`src/rtl/msk_and_hpc2_arbiter_if.sv`:
```
`default_nettype none
// ============================================================================
// Module      : msk_and_hpc2_arbiter_if
// Description : Request, randomness, gadget and result bundle of the shared
//               masked HPC2 AND arbiter.
// Revision    : 1.0 - initial release
// ============================================================================
interface msk_and_hpc2_arbiter_if #(
  parameter int D       = 2,
  parameter int N       = 4,
  parameter int HPC2RND = D * (D - 1) / 2
);
  // requester side
  logic [N-1:0]       req_valid;
  logic [N*D-1:0]     req_ina;
  logic [N*D-1:0]     req_inb;
  logic [N-1:0]       req_ready;
  // randomness source
  logic               rnd_valid;
  logic [HPC2RND-1:0] rnd_in;
  logic               rnd_ready;
  // external gadget
  logic [D-1:0]       g_ina;
  logic [D-1:0]       g_inb;
  logic [HPC2RND-1:0] g_rnd;
  logic [D-1:0]       g_out;
  // results and status
  logic [N-1:0]       res_valid;
  logic [D-1:0]       res_out;
  logic               idle;

  modport slave (
    input  req_valid, req_ina, req_inb, rnd_valid, rnd_in, g_out,
    output req_ready, rnd_ready, g_ina, g_inb, g_rnd, res_valid, res_out, idle
  );

  modport master (
    output req_valid, req_ina, req_inb, rnd_valid, rnd_in, g_out,
    input  req_ready, rnd_ready, g_ina, g_inb, g_rnd, res_valid, res_out, idle
  );
endinterface
`default_nettype wire

```
`src/rtl/msk_and_hpc2_arbiter.sv`:
```
`default_nettype none
// ============================================================================
// Module      : msk_and_hpc2_arbiter
// Description : Round-robin arbiter time-sharing one masked HPC2 AND gadget
//               between N requesters. inb/rnd go out at issue, ina one cycle
//               later, result returns two cycles after issue with a one-hot
//               tag. Share bits only pass through muxes and registers.
// Revision    : 1.0 - initial release
// ============================================================================
module msk_and_hpc2_arbiter #(
  parameter int D       = 2,
  parameter int N       = 4,
  parameter int HPC2RND = D * (D - 1) / 2
) (
  input  logic                  clk,
  input  logic                  rst,
  msk_and_hpc2_arbiter_if.slave bus
);

  localparam int                 C_PTR_W = (N > 1) ? $clog2(N) : 1;
  localparam logic [C_PTR_W-1:0] C_LAST  = C_PTR_W'(N - 1);

  logic [C_PTR_W-1:0] r_ptr;
  logic [D-1:0]       r_ina_q;
  logic [N-1:0]       r_tag1;
  logic [N-1:0]       r_tag2;

  logic               w_found;
  logic               w_issue;
  logic [C_PTR_W-1:0] w_cand;
  logic [C_PTR_W-1:0] w_win;
  logic [C_PTR_W-1:0] w_ptr_nxt;
  logic [N-1:0]       w_grant;
  logic [D-1:0]       w_ina_sel;
  logic [D-1:0]       w_inb_sel;
  logic [HPC2RND-1:0] w_rnd;

  // Rotating-priority search: first pending requester at or after r_ptr
  always_comb begin
    w_found = 1'b0;
    w_win   = '0;
    w_cand  = '0;
    for (int k = 0; k < N; k++) begin
      w_cand = C_PTR_W'((32'(r_ptr) + 32'(k)) % N);
      if (!w_found && bus.req_valid[w_cand]) begin
        w_found = 1'b1;
        w_win   = w_cand;
      end
    end
  end

  // An issue needs a pending request and a fresh random word; reset blocks it
  assign w_issue   = w_found & bus.rnd_valid & ~rst;
  assign w_grant   = w_issue ? (N'(1) << w_win) : '0;
  assign w_ptr_nxt = (w_win == C_LAST) ? '0 : w_win + 1'b1;
  assign w_rnd     = w_issue ? bus.rnd_in : '0;

  // Share mux driven by the one-hot grant; zero when nothing is issued
  always_comb begin
    w_ina_sel = '0;
    w_inb_sel = '0;
    for (int i = 0; i < N; i++) begin
      if (w_grant[i]) begin
        w_ina_sel = bus.req_ina[i*D +: D];
        w_inb_sel = bus.req_inb[i*D +: D];
      end
    end
  end

  // Pointer, skewed ina share register and two-stage result tag pipeline
  always_ff @(posedge clk) begin
    if (rst) begin
      r_ptr   <= '0;
      r_ina_q <= '0;
      r_tag1  <= '0;
      r_tag2  <= '0;
    end else begin
      if (w_issue) begin
        r_ptr <= w_ptr_nxt;
      end
      r_ina_q <= w_ina_sel;
      r_tag1  <= w_grant;
      r_tag2  <= r_tag1;
    end
  end

  assign bus.req_ready = w_grant;
  assign bus.rnd_ready = w_issue;
  assign bus.g_inb     = w_inb_sel;
  assign bus.g_rnd     = w_rnd;
  assign bus.g_ina     = r_ina_q;
  assign bus.res_valid = r_tag2;
  assign bus.res_out   = bus.g_out;
  assign bus.idle      = ~|r_tag1 & ~|r_tag2;

endmodule
`default_nettype wire

```
`src/flat_wrapper.sv`:
```
// flat-port wrapper written by rule: the top's interface ports become plain ports
module msk_and_hpc2_arbiter_flat 
#(
  parameter int D       = 2,
  parameter int N       = 4,
  parameter int HPC2RND = D * (D - 1) / 2
)
  (clk, rst, bus_req_valid, bus_req_ina, bus_req_inb, bus_rnd_valid, bus_rnd_in, bus_g_out, bus_req_ready, bus_rnd_ready, bus_g_ina, bus_g_inb, bus_g_rnd, bus_res_valid, bus_res_out, bus_idle);
  msk_and_hpc2_arbiter_if #(.D(D), .N(N), .HPC2RND(HPC2RND)) bus_i ();
  input  logic clk;
  input  logic rst;
  input wire logic [$bits(bus_i.req_valid)-1:0] bus_req_valid;
  input wire logic [$bits(bus_i.req_ina)-1:0] bus_req_ina;
  input wire logic [$bits(bus_i.req_inb)-1:0] bus_req_inb;
  input wire logic [$bits(bus_i.rnd_valid)-1:0] bus_rnd_valid;
  input wire logic [$bits(bus_i.rnd_in)-1:0] bus_rnd_in;
  input wire logic [$bits(bus_i.g_out)-1:0] bus_g_out;
  output wire logic [$bits(bus_i.req_ready)-1:0] bus_req_ready;
  output wire logic [$bits(bus_i.rnd_ready)-1:0] bus_rnd_ready;
  output wire logic [$bits(bus_i.g_ina)-1:0] bus_g_ina;
  output wire logic [$bits(bus_i.g_inb)-1:0] bus_g_inb;
  output wire logic [$bits(bus_i.g_rnd)-1:0] bus_g_rnd;
  output wire logic [$bits(bus_i.res_valid)-1:0] bus_res_valid;
  output wire logic [$bits(bus_i.res_out)-1:0] bus_res_out;
  output wire logic [$bits(bus_i.idle)-1:0] bus_idle;
  assign bus_i.req_valid = bus_req_valid;
  assign bus_i.req_ina = bus_req_ina;
  assign bus_i.req_inb = bus_req_inb;
  assign bus_i.rnd_valid = bus_rnd_valid;
  assign bus_i.rnd_in = bus_rnd_in;
  assign bus_i.g_out = bus_g_out;
  assign bus_req_ready = bus_i.req_ready;
  assign bus_rnd_ready = bus_i.rnd_ready;
  assign bus_g_ina = bus_i.g_ina;
  assign bus_g_inb = bus_i.g_inb;
  assign bus_g_rnd = bus_i.g_rnd;
  assign bus_res_valid = bus_i.res_valid;
  assign bus_res_out = bus_i.res_out;
  assign bus_idle = bus_i.idle;
  msk_and_hpc2_arbiter #(.D(D), .N(N), .HPC2RND(HPC2RND)) u_core (.clk(clk), .rst(rst), .bus(bus_i));
endmodule
```
`config.mk`:
```
export PLATFORM = sky130hd
export DESIGN_NAME = msk_and_hpc2_arbiter_flat
export DESIGN_NICKNAME = d
export VERILOG_FILES = /design/src/rtl/msk_and_hpc2_arbiter_if.sv /design/src/rtl/msk_and_hpc2_arbiter.sv /design/src/flat_wrapper.sv
export SDC_FILE = /design/constraint.sdc
export NUM_CORES = 1
export LEC_CHECK = 0
export ABC_CLOCK_PERIOD_IN_PS = 4000
export CAP_MARGIN = 20
export CORE_ASPECT_RATIO = 0.7
export CORE_UTILIZATION = 25
export CTS_BUF_LIST = sky130_fd_sc_hd__clkbuf_16
export DETAILED_ROUTE_END_ITERATION = 8
export PLACE_DENSITY = 0.68
export SETUP_SLACK_MARGIN = 0.15
export SYNTH_ARGS = -nofsm -noshare
export SYNTH_HDL_FRONTEND = slang
export SYNTH_SLANG_ARGS = --single-unit
```
`constraint.sdc`:
```
create_clock -name clk -period 4 [get_ports clk]
set_input_delay 1.2 -clock clk [delete_from_list [all_inputs] [get_ports clk]]
set_output_delay 1.2 -clock clk [all_outputs]
set_load 0.02 [all_outputs]
```
==> results.cfg <==
[outcome]
violations = negative setup slack
status = finished, violations left

[sta]
finalSetupViolCount = 3
drv_slew = 0
fmax_ghz = 0.242
fin_ws_ns = -0.134
tightest_slew_ns = 0.255
finalCriticalPeriod_ns = 4.13
finalHoldViolations = 0
clock_skew_ns = 0.000920
fin_crit_sh_pct = 103
rsz0062_at_grt = yes
slew_headroom_pct = 83.0

[place]
dp_hpwl_um = 1710
port_buffers = 38
gp_congestion = 0.723
post_dp_cell_area_mm2 = 0.00131

[die]
dieArea_mm2 = 0.00327
core_mm2 = 0.00284
ios = 43
start_util_pct = 26.7
die_w_um = 67.9
dieHeight_um = 48.1
placementRows = 16

[yosys]
synth_top_cell_by_area = dfxtp_1
synth_top_area_share_pct = 31.6
ys_types = 32
yosysWarnings = 0
syn-num-nets = 118
synth.area.top_cells = dfxtp_1, and3_1, ha_1
ys_seq_elements = 12
synth_area_per_cell_um2 = 8.63
synthCells = 88
synth_area_um2 = 759
synth_seq_area_share_pct = 31.6

[routing]
drt_iter0_markers = 28
drc = 0
postRouteAntennaNets = 0
dr.pass1.iters = 4
wire_per_inst_um = 11.9
drt_wl_total_um = 2140
num_vias = 827
vias_per_cell = 4.62

[critical_path]
arrival_ns = 2.93
cp_max_fo = 5
critPathKind = input pin to output port
start_kind = input pin
end_kind = output port
cp.required_ns = 2.80

[clocking]
numCtsBuffers = 3
clk_latency_ns = 0.24
clockRootBuffer = clkbuf_16
h-tree-depth = 1
clock_sinks = 12
clk_pin_slew_ns = 0.04
cts_buffer_depth = 2
cts_tree = done

[global_route]
antenna_found_initial = 0
grt_pass1_vias = 785
grt_pass1_wl_um = 3460
grt_use_total_pct = 14.7
gr-total-overflow = 0
grt_max_degree = 13

[power]
p_leak_nw = 0.633
vdd_drop_max_mv = 0.124
pwr_density_cell_mw_per_mm2 = 372

[worst_hold_path]
hp-class = flip-flop to flip-flop

[layout]
fin_util_pct = 50.3
fin_area_mm2 = 0.00143
final_net_count = 174
diodes = 0
area_delta_synth_final_pct = 88.3
drive_gt1_share_pct = 36.4

[run]
drv_cap = 0
## synthesized netlist by cell type (all sizes together)
library cell and number:
dfxtp 12, a21oi 9, and3 9, nor2b 8, nand2 6, buf 5, inv 5, a221o 4
ha 4, nand3b 4, nor2 3, or4 3, and2b 2, clkbuf 2, o21ai 2, a21boi 1
a21o 1, a41oi 1, and4 1, nand2b 1, nand3 1, nand4 1, o21bai 1, o22a 1
o22ai 1
## sequential cells by signal, indices dropped and copies added, names as in the netlist
signal                count
u_core.r_ptr              2
u_core.bus.res_valid      4
u_core.r_tag1             4
u_core.bus.g_ina          2
## per-layer routing
layer / share of wire [%] / global-route usage, %
met3: 3.6 / 2.80
met5: 0 / 0
met4: 0.37 / 6.67
met2: 49 / 27.1
met1: 47 / 17.1
## worst paths after layout
check / start / end / slack (ns) / cells past startpoint
setup / recovery: bus_req_valid[3] / bus_g_inb[1] / -0.13 / 8
hold / removal: u_core.r_tag1[0]$_SDFF_PP0_ / u_core.bus.res_valid[0]$_SDFF_PP0_ / 0.46 / 1
setup reg to reg: u_core.r_ptr[1]$_SDFFE_PP0P_ / u_core.bus.g_ina[0]$_SDFF_PP0_ / 1.89 / 10
hold reg to reg: u_core.r_tag1[0]$_SDFF_PP0_ / u_core.bus.res_valid[0]$_SDFF_PP0_ / 0.46 / 1
## cell families (layout without fill, tap and decap cells)
logic type                 after synthesis  after routing  share of synthesized area [%]
AOI/OAI and AO/OA                       21             21                           19.8
buffers and inverters                   12             67                           9.06
and+or+nand+nor                         39             39                           33.0
DFF                                     12             12                           31.6
adders and majority gates                4              4                           6.59
## layout make-up
class	instances	area [um^2]
multi-input combinational	64	526
tap	36	45.0
timing repair buffer	58	522
fill	271	1410
inverter	5	18.8
clock buffer	3	75.1
clock inverter	1	3.75
sequential	12	240
## worst max-delay path, cell delays in order
cell and delay, ns:
buf_6 0.09, or4_4 0.54, and4_4 0.18, ha_4 0.17, nand3b_1 0.15, a221o_1 0.34, a21oi_4 0.13, buf_6 0.13
## cells in the final DEF (no fill, tap or decap), types with 2 or more instances in the layout
| cell type | netlist | routed |
|---|---|---|
| a21oi_4 | 0 | 2 |
| nor2_1 | 3 | 3 |
| nor2b_1 | 8 | 8 |
| a21oi_1 | 9 | 7 |
| and3_1 | 8 | 7 |
| buf_2 | 0 | 3 |
| nand3b_1 | 4 | 4 |
| ha_4 | 0 | 2 |
| nand2_1 | 5 | 5 |
| or4_1 | 2 | 2 |
| a221o_1 | 4 | 4 |
| dlygate4sd2_1 | 0 | 2 |
| inv_1 | 4 | 4 |
| clkdlybuf4s50_1 | 0 | 26 |
| dfxtp_1 | 12 | 12 |
| clkbuf_16 | 0 | 3 |
| buf_6 | 1 | 6 |
| buf_4 | 4 | 20 |
## power by group
group	switching, mW	total [mW]	internal [mW]
clock network	0.0488	0.180	0.131
registers	0.00766	0.137	0.129
logic	0.0923	0.214	0.122
total	0.149	0.532	0.383
## through the flow
step | hold WS (ns) | worst slack (ns) | total power, mW | TNS (ns) | instances
floorplan | 0.429 | -0.146 | 0.253 | -0.239 | 88
global placement | 0.448 | -0.990 | 0.333 | -5.46 | 173
detailed placement | 0.453 | -1.04 | 0.337 | -5.55 | 173
CTS | 0.462 | -0.183 | 0.536 | -0.352 | 179
global route | 0.475 | -0.184 | 0.564 | -0.476 | 179
finish | 0.457 | -0.134 | 0.532 | -0.289 | 179
## repair_timing
action | CTS | global route
gates resized for setup | 61 | 1
endpoints found under the setup margin | 8 | 6
endpoints found under the hold margin | 0 | 0
buffers inserted | 2 | 0
hold buffers | 0 | 0
pin swaps | 7 | 3
Note: power is estimated with default switching activity, not from simulation.
